File: src/rtl/ccff_loader.sv
// Configuration-chain loader: shifts a preamble plus a CHAIN_LEN-bit payload into
// ccff_head on prog_clk and checks that the preamble reappears intact at ccff_tail.
module ccff_loader #(
    parameter int unsigned CHAIN_LEN = 1024,
    parameter int unsigned WORD_W    = 32,
    parameter int unsigned PRE_LEN   = 8,
    parameter logic [31:0] PREAMBLE  = 32'h000000A5
) (
    input  logic              prog_clk,
    input  logic              pReset,
    input  logic              Test_en,
    input  logic              start,
    input  logic              abort,
    input  logic [WORD_W-1:0] bs_data,
    input  logic              bs_valid,
    output logic              bs_ready,
    output logic              ccff_head,
    output logic              ccff_shift_en,
    input  logic              ccff_tail,
    output logic              busy,
    output logic              done,
    output logic              pass,
    output logic              err
);

    localparam int unsigned TOTAL     = CHAIN_LEN + PRE_LEN;
    localparam int unsigned CNT_W     = $clog2(TOTAL + 1);
    localparam int unsigned N_WORDS   = (CHAIN_LEN + WORD_W - 1) / WORD_W;
    localparam int unsigned LAST_BITS = ((CHAIN_LEN % WORD_W) == 0) ? WORD_W : (CHAIN_LEN % WORD_W);
    localparam int unsigned WC_W      = $clog2(N_WORDS + 1);
    localparam int unsigned BC_W      = $clog2(WORD_W + 1);

    typedef enum logic [1:0] {ST_IDLE, ST_PRE, ST_PAY, ST_DONE} state_t;

    state_t            state_q, state_d;
    logic [CNT_W-1:0]  pre_cnt_q, pre_cnt_d;
    logic [CNT_W-1:0]  shift_idx_q, shift_idx_d;
    logic [WORD_W-1:0] buf_q, buf_d;
    logic [BC_W-1:0]   buf_bits_q, buf_bits_d;
    logic [WC_W-1:0]   words_left_q, words_left_d;
    logic              mis_q, mis_d;
    logic              bs_ready_q, bs_ready_d;
    logic              head_q, head_d;
    logic              shift_en_q, shift_en_d;
    logic              busy_q, busy_d;
    logic              done_q, done_d;
    logic              pass_q, pass_d;
    logic              err_q, err_d;

    logic              issue_c;
    logic              issue_bit_c;
    logic              take_c;
    logic [4:0]        pre_idx_c;
    logic [4:0]        tail_idx_c;

    always_ff @(posedge prog_clk) begin
        if (pReset) begin
            state_q      <= ST_IDLE;
            pre_cnt_q    <= '0;
            shift_idx_q  <= '0;
            buf_q        <= '0;
            buf_bits_q   <= '0;
            words_left_q <= '0;
            mis_q        <= 1'b0;
            bs_ready_q   <= 1'b0;
            head_q       <= 1'b0;
            shift_en_q   <= 1'b0;
            busy_q       <= 1'b0;
            done_q       <= 1'b0;
            pass_q       <= 1'b0;
            err_q        <= 1'b0;
        end else begin
            state_q      <= state_d;
            pre_cnt_q    <= pre_cnt_d;
            shift_idx_q  <= shift_idx_d;
            buf_q        <= buf_d;
            buf_bits_q   <= buf_bits_d;
            words_left_q <= words_left_d;
            mis_q        <= mis_d;
            bs_ready_q   <= bs_ready_d;
            head_q       <= head_d;
            shift_en_q   <= shift_en_d;
            busy_q       <= busy_d;
            done_q       <= done_d;
            pass_q       <= pass_d;
            err_q        <= err_d;
        end
    end

    always_comb begin
        state_d      = state_q;
        pre_cnt_d    = pre_cnt_q;
        shift_idx_d  = shift_idx_q;
        buf_d        = buf_q;
        buf_bits_d   = buf_bits_q;
        words_left_d = words_left_q;
        mis_d        = mis_q;
        issue_c      = 1'b0;
        issue_bit_c  = 1'b0;
        take_c       = 1'b0;
        pre_idx_c    = 5'(CNT_W'(PRE_LEN - 1) - pre_cnt_q);
        tail_idx_c   = 5'(CNT_W'(TOTAL - 1) - shift_idx_q);

        // The chain moves one flop per active shift cycle; the preamble reaches the tail
        // during the last PRE_LEN of them.
        if (shift_en_q) begin
            shift_idx_d = shift_idx_q + CNT_W'(1);
            if ((shift_idx_q >= CNT_W'(CHAIN_LEN)) && (ccff_tail != PREAMBLE[tail_idx_c])) begin
                mis_d = 1'b1;
            end
        end

        case (state_q)
            ST_IDLE, ST_DONE: begin
                if (start && !Test_en) begin
                    state_d      = ST_PRE;
                    pre_cnt_d    = '0;
                    shift_idx_d  = '0;
                    mis_d        = 1'b0;
                    buf_bits_d   = '0;
                    words_left_d = WC_W'(N_WORDS);
                end
            end
            ST_PRE: begin
                issue_c     = 1'b1;
                issue_bit_c = PREAMBLE[pre_idx_c];
                pre_cnt_d   = pre_cnt_q + CNT_W'(1);
                take_c      = bs_ready_q && bs_valid;
                if (pre_cnt_q == CNT_W'(PRE_LEN - 1)) begin
                    state_d = ST_PAY;
                end
            end
            ST_PAY: begin
                if (buf_bits_q != '0) begin
                    issue_c     = 1'b1;
                    issue_bit_c = buf_q[WORD_W-1];
                    buf_d       = buf_q << 1;
                    buf_bits_d  = buf_bits_q - BC_W'(1);
                end
                take_c = bs_ready_q && bs_valid;
                if (shift_en_q && (shift_idx_q == CNT_W'(TOTAL - 1))) begin
                    state_d = ST_DONE;
                end
            end
        endcase

        // Final word keeps only its upper LAST_BITS bits.
        if (take_c) begin
            buf_d        = bs_data;
            buf_bits_d   = (words_left_q == WC_W'(1)) ? BC_W'(LAST_BITS) : BC_W'(WORD_W);
            words_left_d = words_left_q - WC_W'(1);
        end

        if (abort) begin
            state_d      = ST_IDLE;
            issue_c      = 1'b0;
            buf_bits_d   = '0;
            words_left_d = '0;
            mis_d        = 1'b0;
        end

        shift_en_d = issue_c;
        head_d     = issue_c ? issue_bit_c : head_q;
        busy_d     = (state_d == ST_PRE) || (state_d == ST_PAY);
        done_d     = (state_d == ST_DONE);
        pass_d     = done_d && !mis_d;
        err_d      = done_d && mis_d;
        // Ready when the buffer will be empty or draining its last bit, and at the last preamble bit.
        bs_ready_d = ((state_d == ST_PAY) && (words_left_d != '0) && (buf_bits_d <= BC_W'(1)))
                  || ((state_d == ST_PRE) && (pre_cnt_d == CNT_W'(PRE_LEN - 1)));
    end

    assign bs_ready      = bs_ready_q;
    assign ccff_head     = head_q;
    assign ccff_shift_en = shift_en_q;
    assign busy          = busy_q;
    assign done          = done_q;
    assign pass          = pass_q;
    assign err           = err_q;

endmodule
File: config.mk
export PLATFORM = sky130hd
export DESIGN_NAME = ccff_loader
export DESIGN_NICKNAME = d
export VERILOG_FILES = /design/src/rtl/ccff_loader.sv
export SDC_FILE = /design/constraint.sdc
export NUM_CORES = 1
export LEC_CHECK = 0
export CORE_UTILIZATION = 62
export CTS_BUF_LIST = sky130_fd_sc_hd__clkbuf_8
export DETAILED_ROUTE_END_ITERATION = 8
export GPL_TIMING_DRIVEN = 0
export PLACE_DENSITY = 0.87
export SYNTH_ARGS = -nofsm -noshare
export SYNTH_HDL_FRONTEND = slang
export SYNTH_SLANG_ARGS = --single-unit
export TNS_END_PERCENT = 100
File: constraint.sdc
create_clock -name prog_clk -period 5.5 [get_ports prog_clk]
set_clock_uncertainty 0.15 [all_clocks]
set_input_delay 1.1 -clock prog_clk [delete_from_list [all_inputs] [get_ports prog_clk]]
set_output_delay 1.1 -clock prog_clk [all_outputs]
set_load 0.05 [all_outputs]
After elaboration in Yosys (flattened, before gate mapping)
Memory sizes are Yosys's and may differ from the RTL's.
Cells that the tools add are included.
{ "word_totals": {"memories": 2, "rom_bits": 64, "reg_bits": 76, "wordCells": 92, "output_inout_bits": 7} }
{ "mem_list": {"columns": ["memory", "words", "width", "read_ports", "rd_clocked_by_memory_dff", "write_ports", "line_no", "source"], "rows": [
  ["(no name shown)", 32, 1, 1, 0, 0, "126", "issue_bit_c = PREAMBLE[pre_idx_c];"],
  ["(no name shown)", 32, 1, 1, 0, 0, "108", "if ((shift_idx_q >= CNT_W'(CHAIN_LEN)) && (ccff_tail != PREAMBLE[tail_idx_c])) begin"]
]} }
{ "classes": {"mux": 35, "magnitude_cmp": 4, "addsub": 6, "n_reduce_logical": 21, "n_eq_ne": 10} }
{ "ops": {"columns": ["cell", "n"], "rows": [
  ["$mux 32", 3],
  ["$mux 6", 8],
  ["$mux 11", 4],
  ["$add 11x1->11 const B", 2],
  ["$eq 11x3->1 const B", 2],
  ["$pmux 11 s2", 1],
  ["$lt 5x6->1 const B", 2],
  ["$pmux 6 s2", 1],
  ["$reduce_bool 6->1", 2],
  ["$sub 6x1->6 const B", 2],
  ["$eq 11x11->1 const B", 1],
  ["$ge 11x11->1 const B", 1],
  ["$mux 1", 11],
  ["$sub 3x5->5 const A", 2],
  ["$logic_and 1x1->1", 9],
  ["$eq 2x2->1 const B", 4],
  ["$mux 2", 4],
  ["$le 6x1->1 const B", 1],
  ["$pmux 2 s3", 1],
  ["$eq 2x1->1 const B", 2],
  ["$pmux 1 s2", 2],
  ["$reduce_bool 2->1", 2],
  ["$reduce_or 2->1", 2],
  ["$logic_not 1->1", 2],
  ["other kinds (4)", 5]
]} }

Depth between registers and ports, before layout
{ "logic_depth": {"word_depth": 12, "depth_mapped": 13} }

Worst setup path before layout
OpenSTA, ideal clock, no wires.
{ "synth_path": {"kind": "input-to-reg", "startpoint": "input Test_en", "endpoint": "register bs_ready_q (netlist: bs_ready)", "arrival_ns": 2.383, "path_buffers": 0, "path_slack_ns": 2.898, "required_ns": 5.281, "cell_stages": 8, "path_cell_list": "nand2b_1 -> a311o_1 -> inv_1 -> ha_1 -> o21ai_0 -> nor4b_1 -> nand4_1 -> o21ai_1"} }
{ "synth_via": {"elab_cells_between_ends": 24} }
{ "synth_rtl": {"columns": ["item", "line_no", "source"], "rows": [
  ["start, declared", "11", "input logic Test_en,"],
  ["$logic_not 1->1 (*)", "115", "if (start && !Test_en) begin"],
  ["$logic_and 1x1->1 (*)", "115", null],
  ["$mux 2 (*)", "115", null],
  ["$pmux 2 s3 (*)", "113", "case (state_q)"],
  ["$mux 2 (*)", "154", "if (abort) begin"],
  ["named net state_d[0]", "35", "state_t state_q, state_d;"],
  ["$eq 2x2->1", "169", "bs_ready_d = ((state_d == ST_PAY) && (words_left_d != '0) && (buf_bits_d <= BC_W'(1)))"],
  ["$logic_and 1x1->1 (2 in a row)", "169", null],
  ["$logic_or 1x1->1 (*)", "170", "|| ((state_d == ST_PRE) && (pre_cnt_d == CNT_W'(PRE_LEN - 1)));"],
  ["end signal, assigned", "80", "bs_ready_q <= bs_ready_d;"],
  ["end, declared", "42", "logic bs_ready_q, bs_ready_d;"]
]} }
Mark *: on every way through the listed nets, which the timed path passes. The rest lies on a longest branch.
A chain may end at the register's enable or synchronous reset.

Worst setup path in the final report
{ "layout_path": {"startpoint": "input abort", "endpoint": "register bs_ready_q (netlist: bs_ready)"} }
{ "layout_via": {"elab_chain_cells": 5, "elab_cells_between_ends": 11} }
{ "layout_lines": {"columns": ["item", "line_no", "source"], "rows": [
  ["start, declared", "13", "input logic abort,"],
  ["branches (longest 4 deep; another with $le 6x1->1)", null, null],
  ["$logic_or 1x1->1 (*)", "170", null]
]} }
Every way passes the cells marked *.

==> impl_metrics.yaml <==
outcome:
  status: "completed"
timing:
  hold_viol: 0
  tightest_slew_ns: 0.549
  max_slew_margin_pct: 63.4
  maxSlewViolCount: 0
  totalNegativeSetupSlack_ns: 0
  finalCritPeriodShare_pct: 61.3
  final-setup-viol-count: 0
  finalCriticalPeriod_ns: 3.37
  fmax_mhz: 297
  grt_setup_unrepaired: "no"
final_layout:
  fillers: 430
  final_common_cell: "nor2_1"
  drive_gt1_share_pct: 6.56
  register_area_um2: 1520
  nNetsFinal: 599
  design_area_um2: 4670
  multi_input_area_um2: 2170
  final_cell_mix: "nor2_1, nand2_1, dfxtp_1, clkdlybuf4s50_1, a311oi_1"
  antenna_cells: 0
  area_growth_syn_to_layout_pct: 19.7
clock_tree:
  cts.htree.levels: 3
  clk_pin_slew_ns: 0.08
  worstSkewPairLatency_ns: 0.34
  cts_tree: "yes"
  cts_resized: 0
  cts_buffers: 9
  cts_buffer_depth: 2
  ctsHoldBuffers: 0
  clockRootBuffer: "clkbuf_8"
  cts_setup_buffers: 0
  cts_sinks: 76
pwr:
  max-vdd-ir-drop_v: 0.000222
  finalPower_uw: 1100
  power.density_nw_per_um2: 235
  p_leak_uw: 0.00167
placement:
  gp_congestion: 0.871
  placed_area_um2: 4450
  dp_hpwl_um: 6510
  port_buffers: 45
job:
  drv_cap: 0
hold_path:
  holdPathStages: 2
  min_path_type: "flop to flop"
  hp-start: "buf_q[27]"
  min_to: "buf_q[28]"
grt:
  grt_max_degree: 13
  global_route.usage.total_pct: 29.4
  grt_pass1_wl_um: 15000
  grt_overflow_total: 0
  antenna_found_initial: 0
  grt_pass1_vias: 3279
drt:
  dr.pass1.iters: 5
  wl_per_cell_um: 14.8
  drc: 0
  vias_per_cell: 5.98
  num_vias: 3731
  drt_iter0_drc: 214
  ant_nets: 0
  wl_um: 9220
logic_synthesis:
  ys_ff_latch: 76
  ys_seq_area_share_pct: 39.0
  syn_nets: 543
  netlist_instances: 489
  postSynthAreaPerCell_um2: 7.98
  synth.distinct_cells: 53
  syn_area_um2: 3900
  yosysWarnings: 0
  synth_top_flop_cell: "dfxtp_1"
  synth_edf_count: 0
  async_flop_share_pct: 0
setup_path:
  worst-r2r-setup-slack_ns: 2.22
  worst_r2r_endpoint: "bs_ready"
  required_ns: 5.63
  crit_path_end_kind: "flop"
  critical_path_class: "primary input to flop"
  start_kind: "primary input"
  worst-r2r-cell-count: 12
  reg2reg_from: "state_q[1]"
  critical_path.max_fanout: 10
  arrival_ns: 3.50
die:
  ios: 46
  dieArea_um2: 6620
  start_util_pct: 65.2
  row_count: 28
  die_x_um: 81.4
  core_area_um2: 5990
  die_height_um: 81.4
## cell type report
type | instances | share of cell area [%]
Inverter | 19 | 1.53
Sequential cell | 76 | 32.6
Clock buffer | 11 | 3.24
Multi-Input combinational cell | 360 | 46.4
Timing Repair Buffer | 45 | 9.64
Tap cell | 75 | 2.01
Buffer | 34 | 3.05
Clock inverter | 4 | 1.55
## sequential cells by signal (all words and copies together), names as in the netlist
signal and cells:
buf_q 32, err 1, state_q 2, ccff_shift_en 1, words_left_q 6, buf_bits_q 6, pre_cnt_q 11, mis_q 1
shift_idx_q 11, bs_ready 1, busy 1, ccff_head 1, done 1, pass 1
## synthesized netlist by cell type (all sizes together), types with 2 or more instances
cell type,number,area (um2)
or3,3,18.8
or4,2,15.0
a2111oi,2,17.5
a311oi,33,289
and2,3,18.8
dfxtp,76,1520
o31a,2,17.5
o2111ai,2,17.5
o211ai,5,37.5
a22oi,6,45.0
nor2,79,297
mux2,2,22.5
buf,13,62.6
o41ai,2,17.5
a21boi,2,15.0
nand3,11,55.1
nand4,8,50.1
xnor2,6,52.6
a21o,4,30.0
clkbuf,21,80.1
o21ai,9,56.3
ha,15,188
inv,19,71.3
nor4,5,31.3
or2,2,12.5
and3b,3,26.3
nor4b,5,43.8
nor3,10,50.1
a21oi,14,70.1
o311ai,2,17.5
nand2,76,285
nand2b,7,43.8
nand3b,4,30.0
a211oi,3,22.5
nor2b,7,43.8
a311o,3,30.0
and3,4,25.0
xor2,8,70.1
## layer usage
layer / routed length (um) / global-route usage [%] / share of wire, % / vias up
met3: 388 / 4.72 / 4.2 / 18
met5: 0 / 0 / 0 / -
li1: - / - / - / 1847
met4: 170 / 11.8 / 1.8 / 0
met1: 4310 / 38.5 / 47 / 1763
met2: 4350 / 47.8 / 47 / 103
## worst max path at each step
stage | from | end | slack [ns] | cells after the start
floorplan | Test_en | bs_ready | 2.90 | 8
global placement | abort | bs_ready | 1.82 | 10
detailed placement | abort | bs_ready | 1.85 | 10
CTS | abort | bs_ready | 2.16 | 10
global route | abort | bs_ready | 2.05 | 10
finish | abort | bs_ready | 2.13 | 10
## cells by family after synthesis
kind of cell / count (synthesis) / synth area share, %
XOR/XNOR: 14 / 3.14
adder cells (fa/ha/maj): 15 / 4.81
buffers and inverters: 53 / 5.48
flip-flops: 76 / 39.0
AO/OA/AOI/OAI: 97 / 19.4
multiplexers: 3 / 0.833
AND/OR/NAND/NOR: 231 / 27.3
## power breakdown
part / switching [uW] / internal, uW / total (uW)
sequential: 0.830 / 551 / 552
combinational: 35.6 / 35.7 / 71.3
clock: 200 / 277 / 477
## through the flow
step	setup WS (ns)	hold WS [ns]	utilization (%)	cells
floorplan	2.90	0.298	-	489
global placement	1.82	0.311	74.2	609
detailed placement	1.85	0.317	74.2	609
CTS	2.16	0.329	78.0	624
global route	2.05	0.351	78.0	624
finish	2.13	0.331	78.0	624
## critical path, cell delays in order
cell and delay (ns):
clkdlybuf4s50_1 0.58, clkbuf_1 0.39, nand2b_1 0.23, nor2_1 0.06
o21ai_0 0.15, ha_1 0.23, o21ai_0 0.08, nor4b_1 0.33
nand4_1 0.19, o21ai_1 0.15
Note: power is estimated with default switching activity, not from simulation.
